===== src/rtl/id_imm_stage.sv =====
// ---------------------------------------------------------------------------
// id_imm_stage
//
// IF->ID pipeline stage that feeds the immediate extender. Fetched
// instructions arrive over a valid/ready handshake and are kept in a
// two-entry skid buffer (main entry + skid entry). Each instruction's opcode
// is pre-decoded into a 3-bit immediate-select code and an illegal flag when
// it is written into the buffer. All outputs come straight from the main
// entry's flops, so downstream decode sees registered, stable inputs.
//
// Parameters:
//   PC_W          width of the program-counter field carried with each beat
//
// Ports:
//   clk           clock, rising edge
//   rst_n         asynchronous active-low reset
//   flush         synchronous kill of all buffered entries (redirect)
//   in_valid      fetch presents an instruction
//   in_ready      stage can accept this cycle (skid entry is free)
//   in_instr      fetched instruction word
//   in_pc         PC of in_instr
//   out_valid     head (main) entry valid
//   out_ready     downstream consumes the head entry this cycle
//   out_instr     head instruction
//   out_pc        head PC
//   out_imm_sel   immediate select for the extender
//   out_imm_data  instr[31:7] of the head entry
//   out_illegal   head opcode is not recognised
// ---------------------------------------------------------------------------
module id_imm_stage #(
    parameter int PC_W = 32
) (
    input  logic            clk,
    input  logic            rst_n,
    input  logic            flush,
    input  logic            in_valid,
    output logic            in_ready,
    input  logic [31:0]     in_instr,
    input  logic [PC_W-1:0] in_pc,
    output logic            out_valid,
    input  logic            out_ready,
    output logic [31:0]     out_instr,
    output logic [PC_W-1:0] out_pc,
    output logic [2:0]      out_imm_sel,
    output logic [24:0]     out_imm_data,
    output logic            out_illegal
);

    typedef enum logic [1:0] {
        ST_EMPTY = 2'b00,
        ST_ONE   = 2'b01,
        ST_FULL  = 2'b10
    } state_e;

    // Immediate-select codes understood by the extender.
    localparam logic [2:0] SEL_I     = 3'b000;
    localparam logic [2:0] SEL_S     = 3'b001;
    localparam logic [2:0] SEL_B     = 3'b010;
    localparam logic [2:0] SEL_SHIFT = 3'b011;
    localparam logic [2:0] SEL_J     = 3'b100;
    localparam logic [2:0] SEL_U     = 3'b101;
    localparam logic [2:0] SEL_BAD   = 3'b111;

    // Returns {illegal, imm_sel}. Opcodes whose low two bits are not 2'b11
    // never match a case item, so they land in the illegal default.
    function automatic logic [3:0] decode_imm(input logic [31:0] instr);
        logic [3:0] res;
        res = {1'b1, SEL_BAD};
        case (instr[6:0])
            7'b0000011,                                    // load
            7'b1100111,                                    // JALR
            7'b1110011: res = {1'b0, SEL_I};               // SYSTEM
            7'b0010011: begin                              // OP-IMM
                if ((instr[14:12] == 3'b001) || (instr[14:12] == 3'b101)) begin
                    res = {1'b0, SEL_SHIFT};
                end else begin
                    res = {1'b0, SEL_I};
                end
            end
            7'b0100011: res = {1'b0, SEL_S};               // store
            7'b1100011: res = {1'b0, SEL_B};               // branch
            7'b1101111: res = {1'b0, SEL_J};               // JAL
            7'b0110111,                                    // LUI
            7'b0010111: res = {1'b0, SEL_U};               // AUIPC
            7'b0110011,                                    // R-type
            7'b0001111: res = {1'b0, SEL_I};               // FENCE
            default:    res = {1'b1, SEL_BAD};
        endcase
        return res;
    endfunction

    state_e          state_q, state_d;
    logic            main_valid_q, skid_valid_q;
    logic [31:0]     main_instr_q, main_instr_d;
    logic [PC_W-1:0] main_pc_q, main_pc_d;
    logic [2:0]      main_sel_q, main_sel_d;
    logic            main_ill_q, main_ill_d;
    logic [31:0]     skid_instr_q, skid_instr_d;
    logic [PC_W-1:0] skid_pc_q, skid_pc_d;
    logic [2:0]      skid_sel_q, skid_sel_d;
    logic            skid_ill_q, skid_ill_d;

    logic            accept_s, pop_s;
    logic            load_main_in_s, load_main_skid_s, load_skid_s;
    logic [3:0]      in_dec_s;

    assign in_ready     = ~skid_valid_q;
    assign out_valid    = main_valid_q;
    assign out_instr    = main_instr_q;
    assign out_pc       = main_pc_q;
    assign out_imm_sel  = main_sel_q;
    assign out_imm_data = main_instr_q[31:7];
    assign out_illegal  = main_ill_q;

    assign accept_s = in_valid & ~skid_valid_q;
    assign pop_s    = main_valid_q & out_ready;
    assign in_dec_s = decode_imm(in_instr);

    // Next-state and buffer-write control; flush overrides every transition.
    always_comb begin
        state_d          = state_q;
        load_main_in_s   = 1'b0;
        load_main_skid_s = 1'b0;
        load_skid_s      = 1'b0;
        if (flush) begin
            state_d = ST_EMPTY;
        end else begin
            case (state_q)
                ST_EMPTY: begin
                    if (accept_s) begin
                        state_d        = ST_ONE;
                        load_main_in_s = 1'b1;
                    end else begin
                        state_d = ST_EMPTY;
                    end
                end
                ST_ONE: begin
                    if (accept_s && pop_s) begin
                        state_d        = ST_ONE;
                        load_main_in_s = 1'b1;
                    end else if (accept_s) begin
                        state_d     = ST_FULL;
                        load_skid_s = 1'b1;
                    end else if (pop_s) begin
                        state_d = ST_EMPTY;
                    end else begin
                        state_d = ST_ONE;
                    end
                end
                ST_FULL: begin
                    // in_ready is low here, so only a pop can move us.
                    if (pop_s) begin
                        state_d          = ST_ONE;
                        load_main_skid_s = 1'b1;
                    end else begin
                        state_d = ST_FULL;
                    end
                end
                default: begin
                    state_d = ST_EMPTY;
                end
            endcase
        end
    end

    // Data path of both entries: main takes the new beat or the skid beat.
    always_comb begin
        main_instr_d = main_instr_q;
        main_pc_d    = main_pc_q;
        main_sel_d   = main_sel_q;
        main_ill_d   = main_ill_q;
        skid_instr_d = skid_instr_q;
        skid_pc_d    = skid_pc_q;
        skid_sel_d   = skid_sel_q;
        skid_ill_d   = skid_ill_q;
        if (load_main_in_s) begin
            main_instr_d = in_instr;
            main_pc_d    = in_pc;
            main_sel_d   = in_dec_s[2:0];
            main_ill_d   = in_dec_s[3];
        end else if (load_main_skid_s) begin
            main_instr_d = skid_instr_q;
            main_pc_d    = skid_pc_q;
            main_sel_d   = skid_sel_q;
            main_ill_d   = skid_ill_q;
        end else begin
            main_instr_d = main_instr_q;
        end
        if (load_skid_s) begin
            skid_instr_d = in_instr;
            skid_pc_d    = in_pc;
            skid_sel_d   = in_dec_s[2:0];
            skid_ill_d   = in_dec_s[3];
        end else if (load_main_skid_s) begin
            skid_instr_d = 32'h0000_0000;
            skid_pc_d    = {PC_W{1'b0}};
            skid_sel_d   = 3'b000;
            skid_ill_d   = 1'b0;
        end else begin
            skid_instr_d = skid_instr_q;
        end
    end

    // State, valid bits and entry storage; valid bits track the next state.
    always_ff @(posedge clk or negedge rst_n) begin
        if (!rst_n) begin
            state_q      <= ST_EMPTY;
            main_valid_q <= 1'b0;
            skid_valid_q <= 1'b0;
            main_instr_q <= 32'h0000_0000;
            main_pc_q    <= {PC_W{1'b0}};
            main_sel_q   <= 3'b000;
            main_ill_q   <= 1'b0;
            skid_instr_q <= 32'h0000_0000;
            skid_pc_q    <= {PC_W{1'b0}};
            skid_sel_q   <= 3'b000;
            skid_ill_q   <= 1'b0;
        end else begin
            state_q      <= state_d;
            main_valid_q <= (state_d != ST_EMPTY);
            skid_valid_q <= (state_d == ST_FULL);
            main_instr_q <= main_instr_d;
            main_pc_q    <= main_pc_d;
            main_sel_q   <= main_sel_d;
            main_ill_q   <= main_ill_d;
            skid_instr_q <= skid_instr_d;
            skid_pc_q    <= skid_pc_d;
            skid_sel_q   <= skid_sel_d;
            skid_ill_q   <= skid_ill_d;
        end
    end

endmodule


===== config.mk =====
export PLATFORM = sky130hd
export DESIGN_NAME = id_imm_stage
export DESIGN_NICKNAME = d
export VERILOG_FILES = /design/src/rtl/id_imm_stage.sv
export SDC_FILE = /design/constraint.sdc
export NUM_CORES = 1
export LEC_CHECK = 0
export ABC_AREA = 1
export BUFFER_PORTS_ARGS = -buffer_cell sky130_fd_sc_hd__buf_2
export CORE_ASPECT_RATIO = 1.25
export CORE_MARGIN = 5
export CORE_UTILIZATION = 55
export CTS_BUF_LIST = sky130_fd_sc_hd__clkbuf_4
export DETAILED_ROUTE_END_ITERATION = 6
export PLACE_DENSITY = 0.82
export SLEW_MARGIN = 20
export SYNTH_ARGS = -nofsm -noshare
export SYNTH_HDL_FRONTEND = slang
export SYNTH_SLANG_ARGS = --single-unit

===== constraint.sdc =====
create_clock -name clk -period 2 [get_ports clk]
set_input_delay 0.1 -clock clk [delete_from_list [all_inputs] [get_ports clk]]
set_output_delay 0.1 -clock clk [all_outputs]
set_load 0.02 [all_outputs]

Yosys cells after proc, flatten, opt, wreduce, memory -nomap -nowiden
Cells that the tools add are included.
Word-level totals
  word-level logic and storage cells: 72
  bits in registers: 140
  input bits: 69
Cells by class
  equality and inequality tests: 16
  reduce and logical (&&, ||, !) cells: 8
  bitwise operators: 3
  muxes and demuxes: 34
Operator list (number)
  32-bit two-way mux: 7
  7-bit == test, second input constant: 4
  4-bit case mux with 6 select lines: 1
  7-bit by 6-bit == test with 1-bit output, second input constant: 3
  1-bit two-way mux: 15
  7-bit by 5-bit == test with 1-bit output, second input constant: 2
  3-bit two-way mux: 4
  2-bit two-way mux: 5
  7-bit by 2-bit == test with 1-bit output, second input constant: 1
  7-bit by 4-bit == test with 1-bit output, second input constant: 1
  2-bit case mux with 3 select lines: 1
  2-bit nonzero test: 3
  5-bit OR reduction: 1
  2-bit == test, second input constant: 2
  3-bit by 1-bit == test with 1-bit output, second input constant: 1
  3-bit == test, second input constant: 1
  1-bit AND: 2
  2-bit by 1-bit == test with 1-bit output, second input constant: 1
  2-bit logical NOT: 1
  1-bit case mux with 2 select lines: 1
  2-bit OR reduction: 1
  1-bit logical AND: 1
  1-bit logical OR: 1
  1-bit NOT: 1

Longest topological paths before layout
  depth after elaboration: 7
  mapped depth: 12
  depth with buffers taken out: 11

Least setup slack after synthesis
Ideal clock, no wire load.
  path type: reg-to-reg
  from: register main_valid_q (netlist: out_valid)
  to: register main_instr_q[10] (netlist: out_instr[10])
  setup time: 86 ps
  slack: 467 ps
  clock period less this slack: 1533 ps
  path buffers: 1
  required time: 1914 ps
  arrival time: 1447 ps
  stages on the path, launching flop included: 12
  cell sequence: dfrtp_1 nand2_1 inv_1 ha_1 nand2_1 nand2_1 nand2_2 nand2_1 inv_2 buf_2 nand2_1 o221ai_2
On the way
  longest elaborated chain between the ends: 6
Ends and longest elaborated chain
  from (decl): line 93  | logic main_valid_q, skid_valid_q;
  from (signal assigned): line 220  | main_valid_q <= (state_d != ST_EMPTY);
  1-bit AND *: line 116  | assign pop_s = main_valid_q & out_ready;
  1-bit logical AND: line 138  | if (accept_s && pop_s) begin
  1-bit two-way mux: line 138
  1-bit case mux with 2 select lines: line 128  | case (state_q)
  1-bit two-way mux: line 125  | if (flush) begin
  32-bit two-way mux or 2-bit nonzero test (tied branches)
  to (signal assigned): line 222  | main_instr_q <= main_instr_d;
  to (decl): line 94  | logic [31:0] main_instr_q, main_instr_d;
Every way passes the cells marked *; elsewhere a longest branch is shown, timed or not.
A chain may end at the register's enable or synchronous reset.

Worst setup path after layout
  from: register main_valid_q (netlist: out_valid)
  to: register main_instr_q[17] (netlist: out_instr[17])
The elaborated chain is that of the path after synthesis.

==> impl_metrics.csv <==
group,metric,value,unit
worst_setup_path,start_kind,"register",
worst_setup_path,critPathTopFamily,"buffers and inverters",
global_routing,overflow,0,
global_routing,grt_pass1_vias,5696,
hold_path,hold_depth,4,
cts,cts_tree,"yes",
floorplan,dieArea,14060,sq um
run_status,status,"complete, no violations",
cts,post_cts_buffers,0,
timing,tightest_slew,0.7269,ns
floorplan,core_area,11560,sq um
detailed_routing,drt_first_pass_iters,5,
logic_synthesis,synth_top_family_by_area,"compound AO/OA/AOI/OAI gates",
global_routing,gr-usage-all-layers,24.47,%
logic_synthesis,synthAdderAreaFrac,0.3864,%
job,drv_cap,0,
logic_synthesis,synth_compound_area_share,21.41,%
cts,ctsHtreeMaxLevel,4,
timing,fin_skew,0.02081,ns
placement,gp_congestion,0.8296,
hold_path,hold_path_class,"in2reg",
logic_synthesis,seq_area_frac_synth,54.10,%
pwr,p_leak,4.272,nW
finish,n_fill_cell,814,
worst_setup_path,slowest_delay,0.49,ns
logic_synthesis,yosys.area_share.simple,8.752,%
floorplan,num_rows,44,
cts,clk_root_buffer_cell,"clkbuf_4",
timing,rsz0062_at_grt,"no",
finish,instances_no_fill,978,
finish,fin_nets,898,
detailed_routing,wl,16.69,mm
logic_synthesis,synth_cells,623,
worst_setup_path,crit_type,"reg2reg",
detailed_routing,remaining_drc_errors,0,
floorplan,die_y,131.3,microns
timing,fmax,547.8,MHz
timing,setup_slack,0.1746,ns
worst_setup_path,r2r.worst_path.cells,8,
cts,cts_sinks,140,
worst_setup_path,cp_data_required_time,2.34,ns
timing,setup_tns,0,ns
placement,place_inst,880,
worst_setup_path,path_buf_inv,2,
global_routing,grt_first_pass_wirelength,27.74,mm
global_routing,grt_start_max_net_pins,59,
timing,slew_headroom,51.54,%
pwr,p_total,9.678,mW
timing,period_minus_slack,1.825,ns
cts,clk_latency,0.50,ns
finish,fin_util,70.32,%
detailed_routing,wl_per_cell,17.07,microns
placement,dp_slack,0.1819,ns
worst_setup_path,cp_common_cell,"nand2_1",
placement,dpl_cell_area,7178,sq um
timing,fin_crit_sh,91.27,%
placement,dp_hpwl,10.66,mm
logic_synthesis,syn_nets,694,
cts,cts_inserted_buffers,17,
floorplan,chipWidth,107.1,microns
logic_synthesis,avgSynthCellArea,10.40,sq um
worst_setup_path,critPathCaptureType,"register",
floorplan,start_util,56.02,%
logic_synthesis,ys_seq_elements,140,
logic_synthesis,yosys_warnings,0,
pwr,p_per_area,1190,nW/um^2
worst_setup_path,crit_chain,"nand2_1, inv_1, ha_1, nand2_1, nand2_1, nand2_4, buf_4, o221ai_2",
worst_setup_path,critPathMaxFanout,32,
finish,drive_above_1_share,32.78,%
finish,syn2layout_area_growth,25.54,%
timing,fin_worst_hold_slack,0.1110,ns
timing,finalHoldViolations,0,
timing,finalSetupViolCount,0,
detailed_routing,via_per_inst,5.494,
logic_synthesis,synthMuxAreaShare,0,%
placement,io_buffers,163,
cts,cts.path.max_buffers,2,
pwr,ir_worst_vdd,670.0,uV
logic_synthesis,synthXorXnorAreaFrac,0,%
worst_setup_path,path_depth,8,
logic_synthesis,syn_area,6476,sq um
worst_setup_path,critPathSlowestCell,"buf_4",
detailed_routing,initialDrtViolationCount,331,
detailed_routing,dr_total_vias,5373,
floorplan,io_pins,164,
detailed_routing,detail-route-antenna-nets,0,
finish,fin_area,8130,sq um
global_routing,antenna_found_initial,1,
timing,maxSlewViolCount,0,
cts,cts.clk_slew.worst_paths,0.12,ns
worst_setup_path,cp.arrival,2.17,ns
logic_synthesis,synth_cell_type_count,24,
## power breakdown
part	switching (mW)	internal, mW
Combinational	2.19	1.28
Sequential	0.491	3.87
Clock	0.980	0.863
## worst reg2reg max path: stages, from the launching register on
cell and delay (ns):
dfrtp_1 0.39, nand2_1 0.16, inv_1 0.07, ha_1 0.18
nand2_1 0.06, nand2_1 0.08, nand2_4 0.08, buf_4 0.49
o221ai_2 0.17
## cell usage after synthesis
cell,number,area [sq um]
nand2_2,1,6.260
o21ai_0,1,5.000
buf_4,32,240.2
o221ai_2,60,900.9
nor3_2,1,10.01
nand3_1,5,25.02
ha_1,2,25.02
buf_2,12,60.06
nand3_2,1,10.01
a22oi_1,1,7.510
clkbuf_1,2,7.510
inv_2,2,7.510
nand4_1,1,6.260
o221ai_1,4,35.03
buf_6,14,157.7
nor2_1,24,90.09
and2_1,1,6.260
o211ai_1,2,15.01
dfrtp_1,140,3503
inv_1,139,521.8
o22ai_1,65,406.6
nand2_1,110,412.9
a31oi_1,1,6.260
a21oi_1,2,10.01
## state kept, by name, summed over array words and instances (netlist names)
signal,count
out_instr,32
state_q,2
out_illegal,1
out_imm_sel,3
skid_sel_q,3
skid_instr_q,32
skid_valid_q,1
out_pc,32
out_valid,1
skid_ill_q,1
skid_pc_q,32
## metal layers
layer,vias up,share of wire (%),track usage (%),routed length (microns)
li1,2457,-,-,-
met2,239,51,41.20,8544
met1,2635,40,30.97,6637
met3,42,6.6,5.201,1108
met4,0,2.4,8.955,403
met5,-,0,0,0
## kinds of logic (layout without fill, tap and decap cells)
group / Yosys count / in the layout
buf+inv: 201 / 417
simple gates: 144 / 144
flops: 140 / 140
compound gates: 136 / 136
fa+ha+maj: 2 / 2
other cells: 0 / 1
## what timing repair did
item                                    in CTS  in global routing
gates resized for setup                      0                  2
hold buffers                                66                  0
endpoints found under the setup margin       0                  6
endpoints found under the hold margin      254                  0
## layout by cell type (no fill, tap or decap)
cell	count
clkinvlp_4	1
clkinv_2	4
inv_2	1
clkinv_1	2
a21oi_1	2
nand2_4	2
clkinv_4	3
a31oi_1	1
nand2_2	1
dfrtp_1	140
nand3_1	5
o221ai_2	60
buf_2	162
nor2_1	24
bufinv_16	3
inv_1	139
buf_6	1
nor3_2	1
a22oi_1	1
ha_1	2
buf_4	13
buf_12	3
o211ai_1	2
o221ai_1	4
nand3_2	1
clkbuf_4	18
o22ai_1	65
inv_4	1
dlygate4sd3_1	66
diode_2	1
and2_1	1
o21ai_0	1
nand4_1	1
nand2_1	108
## worst paths after layout
path	endpoint	slack, ns	startpoint
worst max register to register	out_instr[17]	0.17	out_valid
worst min register to register	skid_ill_q	0.51	skid_ill_q
min in group asynchronous	skid_instr_q[16]	0.14	rst_n
worst min-delay path	state_q[1]	0.11	out_ready
max in group asynchronous	out_imm_sel[2]	1.20	rst_n
worst max-delay path	out_instr[17]	0.17	out_valid
## area by class of cell
type	instances	area, sq um	share of cell area (%)
flip-flops and latches	140	3503	43.09
multi-input cells	282	1993	24.52
repair buffers	245	1640	20.18
inverters	141	531.8	6.540
well taps	138	172.7	2.124
clock inverters	13	151.4	1.862
clock buffers	18	135.1	1.662
diodes	1	2.502	0.03078
No activity file was read; power rests on OpenSTA's default activity.
